$ cat config.mk
export PLATFORM = sky130hd
export DESIGN_NAME = sram_to_sram_like_bridge_flat
export DESIGN_NICKNAME = d
export VERILOG_FILES = /design/src/rtl/sram_to_sram_like_bridge_if.sv /design/src/rtl/sram_to_sram_like_bridge.sv /design/src/flat_wrapper.sv
export SDC_FILE = /design/constraint.sdc
export NUM_CORES = 1
export LEC_CHECK = 0
export CAP_MARGIN = 10
export CORE_ASPECT_RATIO = 0.75
export CORE_MARGIN = 2
export CORE_UTILIZATION = 33
export CTS_CLUSTER_SIZE = 14
export DETAILED_ROUTE_END_ITERATION = 10
export PLACE_DENSITY = 0.86
export SKIP_LAST_GASP = 1
export SYNTH_ARGS = -nofsm -noshare
export SYNTH_HDL_FRONTEND = slang
export SYNTH_SLANG_ARGS = --single-unit
$ cat constraint.sdc
create_clock -name clk -period 5 [get_ports clk]
set_input_delay 0.5 -clock clk [delete_from_list [all_inputs] [get_ports clk]]
set_output_delay 0.5 -clock clk [all_outputs]
set_load 0.05 [all_outputs]
$ cat src/rtl/sram_to_sram_like_bridge_if.sv
// SRAM-like bus between the bridge and the AXI interface.
// The bridge is the master: it issues req and consumes addr_ok/data_ok.
interface sram_to_sram_like_bridge_if #(
  parameter int DATA_W = 32
);
  logic              req;
  logic              wr;
  logic [1:0]        size;
  logic [31:0]       addr;
  logic [DATA_W-1:0] wdata;
  logic              addr_ok;
  logic              data_ok;
  logic [DATA_W-1:0] rdata;

  modport master (
    output req, wr, size, addr, wdata,
    input  addr_ok, data_ok, rdata
  );

  modport slave (
    input  req, wr, size, addr, wdata,
    output addr_ok, data_ok, rdata
  );
endinterface

$ cat src/rtl/sram_to_sram_like_bridge.sv
// CPU SRAM port to SRAM-like req/addr_ok/data_ok bridge.
// Handles byte-strobe writes, kseg mapping and flush cancel.
module sram_to_sram_like_bridge #(
  parameter int DATA_W   = 32,
  parameter int WRITE_EN = 1,
  parameter int MAP_EN   = 1
) (
  input  logic                clk,
  input  logic                rst,
  input  logic                sram_en,
  input  logic [DATA_W/8-1:0] sram_wen,
  input  logic [31:0]         sram_addr_v,
  input  logic [DATA_W-1:0]   sram_wdata,
  output logic [DATA_W-1:0]   sram_rdata,
  output logic                stall,
  input  logic                longest_stall,
  input  logic                cancel,
  sram_to_sram_like_bridge_if.master bus
);

  localparam int SB_W = DATA_W / 8;
  localparam int LO_W = $clog2(SB_W);
  localparam logic [1:0] SZ_FULL = 2'(LO_W);

  typedef enum logic [2:0] {
    S_IDLE,
    S_ADDR,
    S_DATA,
    S_DONE,
    S_DRAIN
  } state_t;

  state_t r_state;
  state_t w_next;

  logic              w_wr;
  logic              w_go;
  logic              w_req;
  logic              w_stall;
  logic              w_cap;
  logic [3:0]        w_cnt;
  logic [LO_W-1:0]   w_lane;
  logic [1:0]        w_size;
  logic [31:0]       w_pa;
  logic [31:0]       w_addr;
  logic [DATA_W-1:0] r_rdata;

  assign w_wr = (WRITE_EN != 0) && (|sram_wen);
  assign w_go = sram_en & ~cancel;

  // lowest set strobe gives the lane, popcount gives the size
  always_comb begin
    w_cnt  = '0;
    w_lane = '0;
    for (int i = SB_W - 1; i >= 0; i--) begin
      if (sram_wen[i]) begin
        w_cnt  = w_cnt + 4'd1;
        w_lane = LO_W'(i);
      end
    end
  end

  always_comb begin
    w_size = SZ_FULL;
    if (w_wr) begin
      case (w_cnt)
        4'd1:    w_size = 2'd0;
        4'd2:    w_size = 2'd1;
        4'd4:    w_size = 2'd2;
        default: w_size = SZ_FULL;
      endcase
    end
  end

  always_comb begin
    w_pa = sram_addr_v;
    if ((MAP_EN != 0) && (sram_addr_v[31:30] == 2'b10))
      w_pa = {3'b000, sram_addr_v[28:0]};
    w_addr = w_pa;
    w_addr[LO_W-1:0] = w_wr ? w_lane : '0;
  end

  always_comb begin
    w_next  = r_state;
    w_req   = 1'b0;
    w_stall = 1'b0;
    w_cap   = 1'b0;
    unique case (r_state)
      S_IDLE, S_ADDR: begin
        w_req   = w_go;
        w_stall = w_go;
        if (!w_go) begin
          w_next = S_IDLE;
        end else if (bus.addr_ok && bus.data_ok) begin
          w_next = S_DONE;
          w_cap  = ~w_wr;
        end else if (bus.addr_ok) begin
          w_next = S_DATA;
        end else begin
          w_next = S_ADDR;
        end
      end
      S_DATA: begin
        w_stall = w_go;
        if (cancel) begin
          w_next = bus.data_ok ? S_IDLE : S_DRAIN;
        end else if (bus.data_ok) begin
          w_next = S_DONE;
          w_cap  = ~w_wr;
        end
      end
      S_DRAIN: begin
        if (bus.data_ok) w_next = S_IDLE;
      end
      S_DONE: begin
        if (cancel || !longest_stall) w_next = S_IDLE;
      end
      default: w_next = S_IDLE;
    endcase
  end

  always_ff @(posedge clk or posedge rst) begin
    if (rst) begin
      r_state <= S_IDLE;
      r_rdata <= '0;
    end else begin
      r_state <= w_next;
      if (w_cap) r_rdata <= bus.rdata;
    end
  end

  // reset must silence req/stall without waiting for an edge
  assign bus.req    = w_req & ~rst;
  assign stall      = w_stall & ~rst;
  assign bus.wr     = w_wr;
  assign bus.size   = w_size;
  assign bus.addr   = w_addr;
  assign bus.wdata  = (WRITE_EN != 0) ? sram_wdata : '0;
  assign sram_rdata = r_rdata;

endmodule
$ cat src/flat_wrapper.sv
// flat-port wrapper written by rule: the top's interface ports become plain ports
module sram_to_sram_like_bridge_flat 
#(
  parameter int DATA_W   = 32,
  parameter int WRITE_EN = 1,
  parameter int MAP_EN   = 1
)
  (clk, rst, sram_en, sram_wen, sram_addr_v, sram_wdata, sram_rdata, stall, longest_stall, cancel, bus_req, bus_wr, bus_size, bus_addr, bus_wdata, bus_addr_ok, bus_data_ok, bus_rdata);
  sram_to_sram_like_bridge_if #(.DATA_W(DATA_W)) bus_i ();
  input  logic clk;
  input  logic rst;
  input  logic sram_en;
  input  logic [DATA_W/8-1:0] sram_wen;
  input  logic [31:0] sram_addr_v;
  input  logic [DATA_W-1:0] sram_wdata;
  output logic [DATA_W-1:0] sram_rdata;
  output logic stall;
  input  logic longest_stall;
  input  logic cancel;
  output wire logic [$bits(bus_i.req)-1:0] bus_req;
  output wire logic [$bits(bus_i.wr)-1:0] bus_wr;
  output wire logic [$bits(bus_i.size)-1:0] bus_size;
  output wire logic [$bits(bus_i.addr)-1:0] bus_addr;
  output wire logic [$bits(bus_i.wdata)-1:0] bus_wdata;
  input wire logic [$bits(bus_i.addr_ok)-1:0] bus_addr_ok;
  input wire logic [$bits(bus_i.data_ok)-1:0] bus_data_ok;
  input wire logic [$bits(bus_i.rdata)-1:0] bus_rdata;
  assign bus_req = bus_i.req;
  assign bus_wr = bus_i.wr;
  assign bus_size = bus_i.size;
  assign bus_addr = bus_i.addr;
  assign bus_wdata = bus_i.wdata;
  assign bus_i.addr_ok = bus_addr_ok;
  assign bus_i.data_ok = bus_data_ok;
  assign bus_i.rdata = bus_rdata;
  sram_to_sram_like_bridge #(.DATA_W(DATA_W), .WRITE_EN(WRITE_EN), .MAP_EN(MAP_EN)) u_core (.clk(clk), .rst(rst), .sram_en(sram_en), .sram_wen(sram_wen), .sram_addr_v(sram_addr_v), .sram_wdata(sram_wdata), .sram_rdata(sram_rdata), .stall(stall), .longest_stall(longest_stall), .cancel(cancel), .bus(bus_i));
endmodule
# After elaboration in Yosys (flattened, before gate mapping)
# Index checks and enable logic that the tools add are counted.
dict set report op_classes {
  reduce_logical 8
  eq_ne 10
  n_bitwise 6
  n_addsub 3
  muxes 28
}
# operator n
set ops {}
lappend ops {{two-way mux 32 bit} 1}
lappend ops {{two-way mux 3 bit} 7}
lappend ops {{two-way mux 2 bit} 7}
lappend ops {{adder 4 x 1 -> 4 bit, second input constant} 3}
lappend ops {{two-way mux 4 bit} 3}
lappend ops {{case mux 3 bit (4 select lines)} 1}
lappend ops {{two-way mux 1 bit} 7}
lappend ops {{== test 3 x 2 -> 1 bit, second input constant} 2}
lappend ops {{== test 4 x 1 -> 1 bit, second input constant} 1}
lappend ops {{== test 4 x 2 -> 1 bit, second input constant} 1}
lappend ops {{case mux 2 bit (2 select lines)} 1}
lappend ops {{OR reduction 4 bit} 1}
lappend ops {{AND 1 bit} 3}
lappend ops {{== test 3 x 1 -> 1 bit, second input constant} 1}
lappend ops {{== test 3 bit, second input constant} 1}
lappend ops {{logical NOT 3 bit} 1}
lappend ops {{inequality test 3 bit, second input constant} 1}
lappend ops {{inverter 1 bit} 3}
lappend ops {{AND reduction 3 bit} 1}
lappend ops {{OR reduction 3 bit} 1}
lappend ops {{== test 2 bit, second input constant} 1}
lappend ops {{inequality test 2 x 1 -> 1 bit, second input constant} 1}
lappend ops {{inequality test 2 bit, second input constant} 1}
lappend ops {{case mux 1 bit (2 select lines)} 1}
lappend ops {{other kinds (4)} 4}
dict set report word_totals {
  regBits 35
  output_inout_bits 101
  elab_cells 57
  inputBits 107
}

# Depth between registers and ports, before layout
# Gate-level depths: netlist (run 1).
dict set report logic_depth {
  depth_word 10
  mapped_depth 8
  depth_no_buf 8
}

# Worst setup path after synthesis (run 1)
# Ideal clock, no wire load.
dict set report synth_timing {
  kind {input port to output port}
  from {in sram_wen[2]}
  to {out bus_size[0]}
  slack_ns 2.120
  cell_stages 8
  arrival_ns 2.380
  n_path_buf 0
  required_time_ns 4.500
  path_cell_list {inv_1 > ha_1 > xor2_1 > ha_1 > mux2i_1 > o22ai_1 > a31oi_1 > nor2b_1}
}
dict set report synth_via {
  elab_chain_cells 8
  elab_cells_between_ends 10
  cone_classes {2 x add/sub; 2 x eq/ne; 5 x mux; 1 x reduce/logical}
}
# element line
set synth_lines {}
lappend synth_lines {{start: declaration} flat_wrapper.sv:13} ;# input logic [DATA_W/8-1:0] sram_wen;
lappend synth_lines {{two-way mux 4 bit} sram_to_sram_like_bridge.sv:56} ;# if (sram_wen[i]) begin
lappend synth_lines {{adder 4 x 1 -> 4 bit} sram_to_sram_like_bridge.sv:57} ;# w_cnt = w_cnt + 4'd1;
lappend synth_lines {{two-way mux 4 bit} sram_to_sram_like_bridge.sv:56}
lappend synth_lines {{adder 4 x 1 -> 4 bit} sram_to_sram_like_bridge.sv:57}
lappend synth_lines {{two-way mux 4 bit} sram_to_sram_like_bridge.sv:56}
lappend synth_lines {{== test 4 x 2 -> 1 bit / == test 4 x 1 -> 1 bit (equally long branches)} sram_to_sram_like_bridge.sv:66} ;# case (w_cnt)
lappend synth_lines {{case mux 2 bit (2 select lines)} sram_to_sram_like_bridge.sv:66}
lappend synth_lines {{two-way mux 2 bit *} sram_to_sram_like_bridge.sv:65} ;# if (w_wr) begin
lappend synth_lines {{end: declaration} flat_wrapper.sv:22} ;# output wire logic [$bits(bus_i.size)-1:0] bus_size;
# Every way passes the cells marked *; elsewhere a longest branch is shown, timed or not.

# Worst setup path after layout (run 1)
dict set report layout_timing {
  from {in sram_wen[3]}
  to {out bus_size[1]}
}
dict set report layout_via {
  elab_chain_cells 10
  elab_cells_between_ends 12
  cone_classes {3 x add/sub; 2 x eq/ne; 6 x mux; 1 x reduce/logical}
}
# element line
set layout_lines {}
lappend layout_lines {{two-way mux 1 bit} sram_to_sram_like_bridge.sv:56}
lappend layout_lines {{adder 4 x 1 -> 4 bit} sram_to_sram_like_bridge.sv:57}
lappend layout_lines {{two-way mux 4 bit} sram_to_sram_like_bridge.sv:56}
lappend layout_lines {{adder 4 x 1 -> 4 bit} sram_to_sram_like_bridge.sv:57}
lappend layout_lines {{two-way mux 4 bit} sram_to_sram_like_bridge.sv:56}
lappend layout_lines {{adder 4 x 1 -> 4 bit} sram_to_sram_like_bridge.sv:57}
lappend layout_lines {{two-way mux 4 bit} sram_to_sram_like_bridge.sv:56}
lappend layout_lines {{== test 4 x 2 -> 1 bit / == test 4 x 1 -> 1 bit (equally long branches)} sram_to_sram_like_bridge.sv:66}
lappend layout_lines {{case mux 2 bit (2 select lines)} sram_to_sram_like_bridge.sv:66}
lappend layout_lines {{two-way mux 2 bit *} sram_to_sram_like_bridge.sv:65}
# Marked as above.

==> qor.csv, run 1 <==
metric;value;unit
count_of_final_max_slew_check_failures;0;
cts_sinks;35;
worst_ep_required_time;4500;ps
r2r-end;u_core.sram_rdata[28];
drive_above_1_share;0.2028;
postSynthCellCount;187;
cts_clk_pin_slew_worst_paths;70;ps
io_pins;208;
insertedDiodeCount;0;
final.fill_count;598;
starting_density_of_the_core;0.3463;
layout.nets;328;
grt_usage;0.1226;
die_h;75.05;um
drt-total-wl;4.545;mm
wl_per_cell;15.25;um
gp_routability_congestion;0.7876;
mean_instance_size_in_the_synthesized_netlist;11.88;um2
max_slew_margin;0.5984;
status;finished clean;
timing_worst_slew_pin_value;602.3;ps
design_power_total;858.8;uW
area.growth.synth_to_final;24.23;%
reg2reg_from;u_core.r_state[1];
synth.lib_cells_used.distinct;31;
syn-cell-area;0.002221;mm2
power.static_leakage;1.294;nW
yosys_warnings;0;
first_global_vias;1403;
grt_first_pass_wirelength;7.093;mm
crit_path_max_fanout;4;
worst-endpoint-arrival;3450;ps
final-setup-viol-count;0;
die_w;98.73;um
number_of_hold_violations_in_the_final_report;0;
postSynth.topFlopCell;dfrtp_1;
crit_type;in2out;
ir_drop_worst_case_vdd;0.0001188;V
tritoncts_clock_tree;built;
ff2ff_path_depth;3;
cts.htree.levels;2;
cts_setup_buffers;0;
clockBufferDepth;2;
skew_final;6.726;ps
dp.final_hpwl;3.452;mm
synth_top_cell_by_area;dfrtp_1;
detailedRoute.firstPassIterationCount;4;
placement_rows;25;
drc_violation_count_after_routing;0;
post-synth-top-area-fraction;0.3944;
antenna_violating_nets_left;0;
clockRootBuffer;clkbuf_8;
place.port_buffers;87;
pwr_cell_area;311.3;mW/mm2
synthMostInstantiatedCell;buf_4;
postCtsResizedCells;0;
startpoint_type;primary input;
synth-edff-count;0;
via_count;1371;
ys_seq_elements;35;
synthTopCellsByCount;59 x buf_4, 35 x dfrtp_1, 30 x mux2_4, 8 x nor2_1;
synth_sequential_area_ratio;0.3944;
cp-startpoint;sram_wen[3];
cts-buffers-inserted;5;
yosys-top-cells-area;dfrtp_1 39%, mux2_4 20%, buf_4 20%;
fin_util;0.4302;
holdBufCountCts;0;
fin_setup_tns;0;ps
synth_fp_nets;299;
holdWs;498.7;ps
finalWorstPathRequiredPeriod;3949;ps
antenna_found_initial;0;
unrepaired_setup_endpoints_after_global_routing;false;
max_clock_freq;0.2532;GHz
die_area;0.007409;mm2
drt_iter0_drc;29;
layout_worst_path_cycle_share;0.7899;
design.core.area;0.006412;mm2
setup.worst_path.end_class;primary output;
cap_violations;0;
type_of_the_tightest_min_delay_check;reg2reg;
async_s_r_ff_share_synth;1.000;
critical_path.endpoint;bus_size[1];
clkLatencyLatePin;280;ps
gr_overflow_total;0;
viasPerCell;4.601;
pin_count_of_the_biggest_net_entering_global_routing;37;
rrSetupSlack;3200;ps
[placed cells by master, fill, tap and decap left out, drive strengths merged]
cell type      instances
xor2                   1
clkbuf                 6
nand2b                 2
nor2                   8
o22ai                  1
ha                     5
o21ai                  2
mux2i                  1
nand3b                 2
dfrtp                 35
a21boi                 1
or3                    1
clkinvlp               1
a211o                  1
a22oi                  1
clkinv                 1
mux2                  33
nor2b                  2
inv                    5
buf                    1
clkdlybuf4s50         87
a31oi                  1
a21oi                  5
nand3                  1
and2                   3
o21a                   1
nor3                   4
nor4                   1
nand2                  4
[worst min path at each step]
stage | from | end | slack (ps) | cells past startpoint
after global placement | u_core.r_state[0] | u_core.r_state[2] | 480 | 1
after CTS | u_core.r_state[0] | u_core.r_state[2] | 510 | 1
after global routing | u_core.sram_rdata[4] | u_core.sram_rdata[4] | 520 | 1
after detailed placement | u_core.r_state[0] | u_core.r_state[2] | 490 | 1
after floorplan | u_core.r_state[0] | u_core.r_state[2] | 440 | 1
final | u_core.r_state[0] | u_core.r_state[2] | 500 | 1
[layout make-up]
cell class | instances | area, um2 | share of cell area
clock buffer | 6 | 72.57 | 0.02630
clock inverter | 2 | 12.51 | 0.004535
inverter | 5 | 18.77 | 0.006803
multi-input combinational | 81 | 799.5 | 0.2898
sequential | 35 | 875.8 | 0.3175
tap | 81 | 101.3 | 0.03673
timing repair buffer | 88 | 878.3 | 0.3184
[cell families (layout without fill, tap and decap cells)]
group | count (synthesis) | after routing | synth area share
flip-flops | 35 | 35 | 0.3944
XOR/XNOR | 1 | 1 | 0.003944
buffers and inverters | 71 | 101 | 0.2456
multiplexers | 34 | 34 | 0.2225
AO/OA/AOI/OAI | 13 | 13 | 0.03944
adder cells (fa/ha/maj) | 5 | 5 | 0.02817
AND/OR/NAND/NOR | 28 | 28 | 0.06591
[power by group]
part | internal, mW | total, mW | switching [mW]
clock network | 0.0973 | 0.199 | 0.101
logic | 0.142 | 0.327 | 0.185
registers | 0.315 | 0.333 | 0.0186
[critical path, cell delays in order]
cell and delay [ps]:
clkdlybuf4s50_1 530, inv_1 80, ha_1 330, xor2_1 260, ha_1 270, and2_1 180
o21a_1 200, nor3_1 140, nand3b_1 150, clkdlybuf4s50_1 800
[registers in the layout (all words and copies together), names as in the netlist]
signal             cells
u_core.sram_rdata     32
u_core.r_state         3
[metrics by stage]
stage | setup WS [ps] | cell area, um2 | instances
after floorplan | 2120 | 2221 | 187
after global placement | 1194 | 2674 | 290
after detailed placement | 1079 | 2674 | 290
after CTS | 1075 | 2759 | 298
after global routing | 854.5 | 2759 | 298
final | 1051 | 2759 | 298
[metal layers]
| metal | share of wire | vias to the layer above | global-route usage |
|---|---|---|---|
| li1 | - | 620 | - |
| met5 | 0 | - | 0 |
| met2 | 0.48 | 90 | 0.1958 |
| met3 | 0.090 | 25 | 0.05292 |
| met4 | 0.028 | 0 | 0.06697 |
| met1 | 0.40 | 636 | 0.1421 |
No activity file was read; power rests on OpenSTA's default activity.
==> run 2, diff against run 1 <==
- CORE_UTILIZATION: 33 -> 31
- PLACE_DENSITY: 0.86 -> 0.82
- clock period: 5 -> 3.9 ns (I/O delays scaled with it)
==> qor.csv, run 2 (synthesis gave the netlist of run 1 again) <==
metric;value;unit
drt-total-wl;4.738;mm
wl_per_cell;15.04;um
finalWorstPathRequiredPeriod;3560;ps
max_slew_margin;0.5956;
clockRootBuffer;clkbuf_8;
viasPerCell;4.375;
place.port_buffers;87;
setup.worst_path.end_class;primary output;
topRoutingLayerUsed;met4;
layout_worst_path_cycle_share;0.9129;
timing_worst_slew_pin_value;606.6;ps
ir_drop_worst_case_vdd;0.0001298;V
grt_first_pass_wirelength;7.120;mm
fin_util;0.4047;
cts_setup_buffers;0;
starting_density_of_the_core;0.3236;
area.growth.synth_to_final;25.07;%
final-setup-viol-count;0;
cap_violations;0;
drive_above_1_share;0.2074;
top_library_cells_by_usage_in_the_layout_fill_and_taps_aside;86 x clkdlybuf4s50_1, 35 x dfrtp_1, 30 x mux2_4;
status;finished clean;
drc_violation_count_after_routing;0;
detailedRoute.firstPassIterationCount;4;
worst-endpoint-arrival;3170;ps
crit_path_max_fanout;4;
final.fill_count;654;
dp.final_hpwl;3.520;mm
startpoint_type;primary input;
die_area;0.007864;mm2
gp_routability_congestion;0.8011;
insertedDiodeCount;0;
power.static_leakage;1.295;nW
placement_rows;26;
gr_overflow_total;0;
cts-buffers-inserted;5;
layout.nets;328;
largest_register_ffs;32;
number_of_hold_violations_in_the_final_report;0;
cts_clk_pin_slew_worst_paths;70;ps
crit_type;in2out;
detail_route.wirelength.met1;1.878;mm
io_pins;208;
first_global_vias;1372;
pin_count_of_the_biggest_net_entering_global_routing;36;
clkLatencyLatePin;280;ps
met2RoutedLength;2.285;mm
drt_iter0_drc;29;
antenna_violating_nets_left;0;
max_clock_freq;0.2809;GHz
worst_ep_required_time;3510;ps
via_count;1378;
unrepaired_setup_endpoints_after_global_routing;false;
die_h;77.30;um
design.core.area;0.006864;mm2
postCtsResizedCells;0;
postLayoutCellArea;0.002778;mm2
clockBufferDepth;2;
cts_sinks;35;
placed_cell_area;0.002693;mm2
tritoncts_clock_tree;built;
skew_final;5.755;ps
type_of_the_tightest_min_delay_check;reg2reg;
wl_met3;440;um
die_w;101.7;um
holdBufCountCts;0;
count_of_final_max_slew_check_failures;0;
fin_setup_tns;0;ps
antenna_found_initial;0;
grt_usage;0.1176;
pwr_cell_area;397.5;mW/mm2
mostFrequentLayoutCell;clkdlybuf4s50_1;
cts.htree.levels;2;
==> run 2: changes by cell type in the layout (fill, tap and decap cells not counted), sizes merged <==
| cell | before | now |
|---|---|---|
| clkdlybuf4s50 | 87 | 86 |
| buf | 1 | 2 |
==> run 2: power by group <==
part,switching [mW],internal [mW],total (mW)
combinational,0.237,0.181,0.418
clock,0.133,0.125,0.258
sequential,0.0242,0.404,0.428
total,0.395,0.709,1.10
==> run 2: layer usage <==
| metal | up-vias | track usage |
|---|---|---|
| li1 | 616 | - |
| met1 | 654 | 0.1327 |
| met2 | 86 | 0.1941 |
| met3 | 22 | 0.04649 |
| met4 | 0 | 0.05270 |
| met5 | - | 0 |
==> run 2: worst paths after layout <==
check / to / start / depth (start not counted) / slack, ps
max: bus_size[0] / sram_wen[3] / 10 / 340
min: u_core.r_state[2] / u_core.r_state[0] / 1 / 480
max reg2reg: u_core.sram_rdata[26] / u_core.r_state[1] / 3 / 2110
min reg2reg: u_core.r_state[2] / u_core.r_state[0] / 1 / 480
max in group asynchronous: u_core.sram_rdata[24] / rst / 3 / 3000
min in group asynchronous: u_core.r_state[0] / rst / 3 / 570
==> run 2: worst max-delay path: stages <==
cell and delay [ps]:
clkdlybuf4s50_1 510, inv_1 70, ha_1 330, xor2_1 200, ha_1 240, mux2i_1 140, o22ai_1 100, a31oi_1 220
nor2b_1 160, clkdlybuf4s50_1 810
==> run 2: layout make-up <==
class / instances / area (um2) / area share
Sequential cell: 35 / 875.8 / 0.3153
Timing Repair Buffer: 88 / 875.8 / 0.3153
Multi-Input combinational cell: 81 / 799.5 / 0.2878
Tap cell: 98 / 122.6 / 0.04414
Clock buffer: 6 / 72.57 / 0.02613
Inverter: 5 / 18.77 / 0.006757
Clock inverter: 2 / 12.51 / 0.004505
==> run 2: stage by stage <==
stage / setup WS [ps] / cells / power, mW / hold slack, ps
after floorplan: 1240 / 187 / 0.8591 / 439.4
after global routing: 228.5 / 315 / 1.160 / 507.4
after detailed placement: 343.5 / 307 / 0.8545 / 476.2
final: 339.5 / 315 / 1.104 / 482.9
after CTS: 330.1 / 315 / 1.119 / 489.6
after global placement: 409.3 / 307 / 0.8454 / 468.7
